[config.mk]
export PLATFORM = sky130hd
export DESIGN_NAME = vga_timing_gen
export DESIGN_NICKNAME = d
export VERILOG_FILES = /design/src/rtl/vga_timing_pkg.sv /design/src/rtl/vga_axis_counter.sv /design/src/rtl/vga_timing_gen.sv
export SDC_FILE = /design/constraint.sdc
export NUM_CORES = 1
export LEC_CHECK = 0
export ABC_AREA = 1
export CAP_MARGIN = 5
export CELL_PAD_IN_SITES_DETAIL_PLACEMENT = 1
export CELL_PAD_IN_SITES_GLOBAL_PLACEMENT = 1
export CORE_MARGIN = 4
export CORE_UTILIZATION = 40
export DETAILED_ROUTE_END_ITERATION = 10
export PLACE_DENSITY_LB_ADDON = 0.1
export SLEW_MARGIN = 40
export SYNTH_ARGS = -nofsm -noshare
export SYNTH_HDL_FRONTEND = slang
export SYNTH_HIERARCHICAL = 1
export SYNTH_SLANG_ARGS = --single-unit
[constraint.sdc]
create_clock -name vga_clk -period 4.4 [get_ports vga_clk]
set_input_delay 0.88 -clock vga_clk [delete_from_list [all_inputs] [get_ports vga_clk]]
set_output_delay 0.88 -clock vga_clk [all_outputs]
set_load 0.005 [all_outputs]
[src/rtl/vga_timing_pkg.sv]
// Default 640x480@60 raster timing constants and the coordinate type shared by the VGA timing slice.
package vga_timing_pkg;
   localparam int H_VISIBLE = 640;
   localparam int H_FP      = 16;
   localparam int H_SYNC    = 96;
   localparam int H_BP      = 48;
   localparam int V_VISIBLE = 480;
   localparam int V_FP      = 10;
   localparam int V_SYNC    = 2;
   localparam int V_BP      = 33;
   localparam int BG_W      = 712;

   localparam int H_TOTAL  = H_VISIBLE + H_FP + H_SYNC + H_BP;
   localparam int V_TOTAL  = V_VISIBLE + V_FP + V_SYNC + V_BP;
   localparam int HS_START = H_VISIBLE + H_FP;
   localparam int HS_END   = HS_START + H_SYNC - 1;
   localparam int VS_START = V_VISIBLE + V_FP;
   localparam int VS_END   = VS_START + V_SYNC - 1;

   typedef logic [9:0] coord_t;
endpackage

[src/rtl/vga_axis_counter.sv]
// One raster axis: wrapping counter plus visible/sync flags decoded from the next count,
// so the flags always line up with the count presented on the same cycle.
module vga_axis_counter
   import vga_timing_pkg::*;
#(
   parameter int TOTAL      = H_TOTAL,
   parameter int VISIBLE    = H_VISIBLE,
   parameter int SYNC_START = HS_START,
   parameter int SYNC_END   = HS_END
) (
   input  logic   clk,
   input  logic   reset,
   input  logic   inc,
   output coord_t count,
   output logic   wrap,
   output logic   visible,
   output logic   sync_n
);
   localparam coord_t LAST = coord_t'(TOTAL - 1);
   localparam coord_t VIS  = coord_t'(VISIBLE);
   localparam coord_t SS   = coord_t'(SYNC_START);
   localparam coord_t SE   = coord_t'(SYNC_END);

   coord_t count_q, count_d;
   logic   visible_q, sync_n_q;

   assign wrap = inc && (count_q == LAST);

   always_comb begin
      count_d = count_q;
      if (inc) count_d = wrap ? '0 : count_q + 1'b1;
   end

   always_ff @(posedge clk or posedge reset) begin
      if (reset) begin
         count_q   <= '0;
         visible_q <= 1'b1;
         sync_n_q  <= 1'b1;
      end else begin
         count_q   <= count_d;
         visible_q <= (count_d < VIS);
         sync_n_q  <= !((count_d >= SS) && (count_d <= SE));
      end
   end

   assign count   = count_q;
   assign visible = visible_q;
   assign sync_n  = sync_n_q;
endmodule

[src/rtl/vga_timing_gen.sv]
// VGA raster timing source: sync, visible flag, DrawX/DrawY and line/frame strobes.
// Define VGA_SCROLL_EN to add the per-frame scroll offset and the wrapped BgX column.
module vga_timing_gen
   import vga_timing_pkg::coord_t;
#(
   parameter int H_VISIBLE = vga_timing_pkg::H_VISIBLE,
   parameter int H_FP      = vga_timing_pkg::H_FP,
   parameter int H_SYNC    = vga_timing_pkg::H_SYNC,
   parameter int H_BP      = vga_timing_pkg::H_BP,
   parameter int V_VISIBLE = vga_timing_pkg::V_VISIBLE,
   parameter int V_FP      = vga_timing_pkg::V_FP,
   parameter int V_SYNC    = vga_timing_pkg::V_SYNC,
   parameter int V_BP      = vga_timing_pkg::V_BP,
   parameter int BG_W      = vga_timing_pkg::BG_W
) (
   input  logic       vga_clk,
   input  logic       reset,
`ifdef VGA_SCROLL_EN
   input  logic [9:0] scroll_x,
   output logic [9:0] BgX,
`endif
   output logic       hs,
   output logic       vs,
   output logic       blank,
   output logic [9:0] DrawX,
   output logic [9:0] DrawY,
   output logic       line_start,
   output logic       frame_start
);
   localparam int H_TOTAL  = H_VISIBLE + H_FP + H_SYNC + H_BP;
   localparam int V_TOTAL  = V_VISIBLE + V_FP + V_SYNC + V_BP;
   localparam int HS_START = H_VISIBLE + H_FP;
   localparam int HS_END   = HS_START + H_SYNC - 1;
   localparam int VS_START = V_VISIBLE + V_FP;
   localparam int VS_END   = VS_START + V_SYNC - 1;

   if (H_TOTAL > 1024 || V_TOTAL > 1024 || BG_W > 1023) begin : g_cfg_err
      $error("vga_timing_gen: timing totals exceed the 10-bit counter range");
   end

   logic h_wrap, v_wrap, h_vis, v_vis;
   logic line_start_q, frame_start_q;

   vga_axis_counter #(
      .TOTAL(H_TOTAL), .VISIBLE(H_VISIBLE), .SYNC_START(HS_START), .SYNC_END(HS_END)
   ) u_h (
      .clk(vga_clk), .reset(reset), .inc(1'b1),
      .count(DrawX), .wrap(h_wrap), .visible(h_vis), .sync_n(hs)
   );

   vga_axis_counter #(
      .TOTAL(V_TOTAL), .VISIBLE(V_VISIBLE), .SYNC_START(VS_START), .SYNC_END(VS_END)
   ) u_v (
      .clk(vga_clk), .reset(reset), .inc(h_wrap),
      .count(DrawY), .wrap(v_wrap), .visible(v_vis), .sync_n(vs)
   );

   assign blank = h_vis & v_vis;

   // Strobes come only from natural wraps, so the reset state never pulses them.
   always_ff @(posedge vga_clk or posedge reset) begin
      if (reset) begin
         line_start_q  <= 1'b0;
         frame_start_q <= 1'b0;
      end else begin
         line_start_q  <= h_wrap;
         frame_start_q <= v_wrap;
      end
   end

   assign line_start  = line_start_q;
   assign frame_start = frame_start_q;

`ifdef VGA_SCROLL_EN
   localparam coord_t BG_LIM = coord_t'(BG_W);

   coord_t      x_next, scroll_q, scroll_d, bgx_q, bgx_d;
   logic [10:0] bg_sum;

   // BgX is built from next-cycle values so it lands aligned with DrawX.
   always_comb begin
      x_next   = h_wrap ? '0 : DrawX + 1'b1;
      scroll_d = scroll_q;
      if (v_wrap && (scroll_x < BG_LIM)) scroll_d = scroll_x;
      bg_sum = {1'b0, x_next} + {1'b0, scroll_d};
      bgx_d  = (bg_sum >= {1'b0, BG_LIM}) ? coord_t'(bg_sum - {1'b0, BG_LIM}) : bg_sum[9:0];
   end

   always_ff @(posedge vga_clk or posedge reset) begin
      if (reset) begin
         scroll_q <= '0;
         bgx_q    <= '0;
      end else begin
         scroll_q <= scroll_d;
         bgx_q    <= bgx_d;
      end
   end

   assign BgX = bgx_q;
`endif
endmodule
==> results.txt <==
- Buffers inserted to repair hold after CTS numbered 0.
* Synth unique cells: 26
- Layout cell share with drive strength beyond 1: 10.4%
- Type of element capturing the critical path: flop
* Leading register cell type out of synthesis: sky130_fd_sc_hd__dfrtp_1
* Final-stage net count: 247
- Buffers inserted by post-CTS timing repair: 0
* Final Wtd Congestion: 0.840
- Buffers placed on the I/O ports in this run total 26.
* CTS H-Tree Depth: 1
- The setup path with the least slack is of type reg2reg.
* Number of nets produced by synthesis: 218
* Master cell of the clock root buffer: sky130_fd_sc_hd__clkbuf_8
- # rows: 22
- Wire length of the first global-routing pass: 7200 um
- For this block, the routed nets add up to 4060 um of wire.
* Largest cells by area after synthesis: sky130_fd_sc_hd__dfrtp_1 (36%), sky130_fd_sc_hd__nand2_1 (16%), sky130_fd_sc_hd__inv_1 (8.0%), sky130_fd_sc_hd__nand3_1 (7.5%), sky130_fd_sc_hd__dfstp_2 (6.8%)
* Number of setup violations in the final report: 0
- Area share of the largest cell type after synthesis: 35.8%
* Required time worst endpoint: 4.60 ns
- The worst setup path is launched from a flop.
- RSZ-0062 raised after global routing: no
* Count of flip-flops with a built-in enable after synthesis: 0
- The region available for standard cell placement spans 0.00369 mm2.
- DRT antenna net count: 0
- Length of the first detailed-routing pass in iterations: 5
* Top Ports: 27
- Slew Viols, Final: 0
* Static leakage: 0.923 nW
- During synthesis, Yosys emitted a total of 6 warnings.
- Fin util: 51.4%
* Period minus WS final: 2.46 ns
- Clock tree synthesis inserted a total of 3 buffers.
- Antenna fix cells: 0
- The initial antenna violation count came to 0.
* Area added between synthesis and finish: 23.2%
- Largest net degree at the start of global routing: 16
- Dpl cells: 285
- Using the TritonRoute via totals, the vias-per-cell ratio works out to 5.02.
- Clock-pin slew of the registers on the worst-case setup and hold paths: 0.09 ns
- DRT iter0 DRCs: 77
* Max transition margin: 66.2%
* Path class of the lowest-slack min-delay path: reg2reg
* Post-detailed-route wirelength per cell: 14.0 um
- Clk Latency, worst-skew pair: 0.27 ns
- Maximum fanout count along the critical path: 15
* TritonCTS clock tree: built
- The run finished with clean final reports.
- Across every metal layer, demand over resource in global routing totals 17.8%.
- Worst-margin pin slew: 0.506 ns
- Most common cell in the synthesized netlist: sky130_fd_sc_hd__nand2_1
* Maximum vdd ir drop: 0.259 mV
- Number of global-route vias before repair: 1549
- Dominant cell type by area after synthesis: sky130_fd_sc_hd__dfrtp_1
* Cell count after synthesis: 213
- For flop-to-flop paths, the worst setup slack is 1.94 ns.
- Number of non-filler instances in the completed layout: 289
* Starting utilization of the core area: 41.7%
* Power per cell area: 379 mW/mm2
* Count of instances resized after the clock tree is built: 0
- Ranked by instance count, the synthesized netlist is headed by sky130_fd_sc_hd__nand2_1 (67), sky130_fd_sc_hd__inv_1 (33), sky130_fd_sc_hd__nand3_1 (23).
- Chip width: 70.0 um
* Async set-reset flop share out of synthesis: 100%
- The clock passes through at most 2 buffers.
- The final route contains 1451 vias.
- Max Cap Viol: 0
* Post-synthesis register bit count: 26
- After global routing the overflow that remains totals 0.
- The number of hold violations in the final report came to 0.
* DRC Markers: 0
- For the final database, setup skew stands at 0.00283 ns.
- For this design, the sink count on the clock tree is 26.
- After routing, the total negative slack on setup checks comes to 0 ns.
- Maximum frequency from static timing analysis: 0.407 GHz
- The floorplan step set the die height to 70.0 um.
* Endpoint arrival time on the critical path: 2.66 ns
- In the finished design, the share of the clock period the worst path needs comes to 55.9%.
* Pwr Total: 0.719 mW
* Full die area: 0.00490 mm2
- Sum of net half-perimeters after detailed placement: 3190 um
* Share of the yosys chip area belonging to registers: 42.6%
- Synthesized cell area: 0.00154 mm2
- Mean area per synthesized cell: 7.23 um2
-- worst max-delay path, stage by stage, from the launching register on --
cell                      delay [ns]
sky130_fd_sc_hd__dfrtp_1        0.40
sky130_fd_sc_hd__ha_1           0.22
sky130_fd_sc_hd__inv_1          0.07
sky130_fd_sc_hd__nor4_1         0.24
sky130_fd_sc_hd__nand4_1        0.11
sky130_fd_sc_hd__inv_1          0.37
sky130_fd_sc_hd__nand2_1        0.10
sky130_fd_sc_hd__nor2_1         0.15
sky130_fd_sc_hd__nand3_1        0.21
sky130_fd_sc_hd__nand3_1        0.18
sky130_fd_sc_hd__nand2_1        0.06
sky130_fd_sc_hd__nor2_1         0.18
sky130_fd_sc_hd__nand3_1        0.10
-- cell families (layout without fill, tap and decap cells) --
| logic type | Yosys count | count (layout) | synth area share, % |
|---|---|---|---|
| compound gates | 12 | 12 | 5.28 |
| fa+ha+maj | 3 | 3 | 2.44 |
| buf+inv | 38 | 66 | 10.0 |
| flops | 26 | 26 | 42.6 |
| other cells | 1 | 1 | 0.244 |
| simple gates | 133 | 133 | 39.4 |
-- worst paths after layout --
| check | start | to | cells after the start |
|---|---|---|---|
| max in group asynchronous | reset | u_h/sync_n | 2 |
| min reg2reg | u_v/count[9] | u_v/sync_n | 3 |
| min | u_v/count[9] | u_v/sync_n | 3 |
| min in group asynchronous | reset | frame_start | 2 |
| max reg2reg | u_h/count[1] | u_v/sync_n | 12 |
| max | u_h/count[1] | u_v/sync_n | 12 |
-- metal layers --
metal | track usage (%) | wire length, um | up-vias
met5 | 0 | 0 | -
li1 | - | - | 724
met1 | 24.5 | 2030 | 697
met2 | 29.7 | 1870 | 26
met3 | 2.01 | 114 | 4
met4 | 4.47 | 37 | 0
-- stage by stage --
stage	cell area, um2	hold slack (ns)	worst slack [ns]
final	1900	0.620	1.94
after detailed placement	1840	0.617	1.98
after global routing	1900	0.679	1.68
after floorplan	1540	0.568	2.51
after global placement	1840	0.604	2.10
after CTS	1900	0.630	1.95
-- placed cells by master (no fill, tap or decap) --
cell type	instances
sky130_fd_sc_hd__clkbuf_8	4
sky130_fd_sc_hd__nor2_2	6
sky130_fd_sc_hd__o21bai_1	3
sky130_fd_sc_hd__ha_1	3
sky130_fd_sc_hd__or2_1	1
sky130_fd_sc_hd__inv_1	33
sky130_fd_sc_hd__nand2_1	67
sky130_fd_sc_hd__inv_2	3
sky130_fd_sc_hd__nand4_1	2
sky130_fd_sc_hd__o21ai_1	1
sky130_fd_sc_hd__conb_1	1
sky130_fd_sc_hd__dfstp_2	4
sky130_fd_sc_hd__nor2_1	20
sky130_fd_sc_hd__nor3_1	4
sky130_fd_sc_hd__a21oi_1	1
sky130_fd_sc_hd__o21bai_2	1
sky130_fd_sc_hd__dfrtp_1	22
sky130_fd_sc_hd__nand3_1	23
sky130_fd_sc_hd__a21oi_2	1
sky130_fd_sc_hd__nor4_1	2
sky130_fd_sc_hd__o21ai_0	4
sky130_fd_sc_hd__nand3_2	2
sky130_fd_sc_hd__clkdlybuf4s50_1	26
sky130_fd_sc_hd__nor2_4	3
sky130_fd_sc_hd__nand3b_1	3
sky130_fd_sc_hd__a21o_2	1
-- area by class of cell --
cell class / instances / area (um2)
Fill cell: 488 / 1790
Multi-Input combinational cell: 149 / 729
Tap cell: 48 / 60.1
Inverter: 36 / 135
Sequential cell: 26 / 656
Clock buffer: 4 / 55.1
Timing Repair Buffer: 26 / 260
-- registers in the layout (all words and copies together) (netlist names) --
| signal | count |
|---|---|
| u_v/visible | 1 |
| u_h/visible | 1 |
| u_v/count | 10 |
| frame_start | 1 |
| line_start | 1 |
| u_h/count | 10 |
| u_h/sync_n | 1 |
| u_v/sync_n | 1 |
-- power breakdown --
part	switching (mW)	internal [mW]	total, mW
logic	0.118	0.106	0.223
registers	0.0573	0.282	0.339
clock network	0.0763	0.0800	0.156
(Power assumes the default switching activity.)
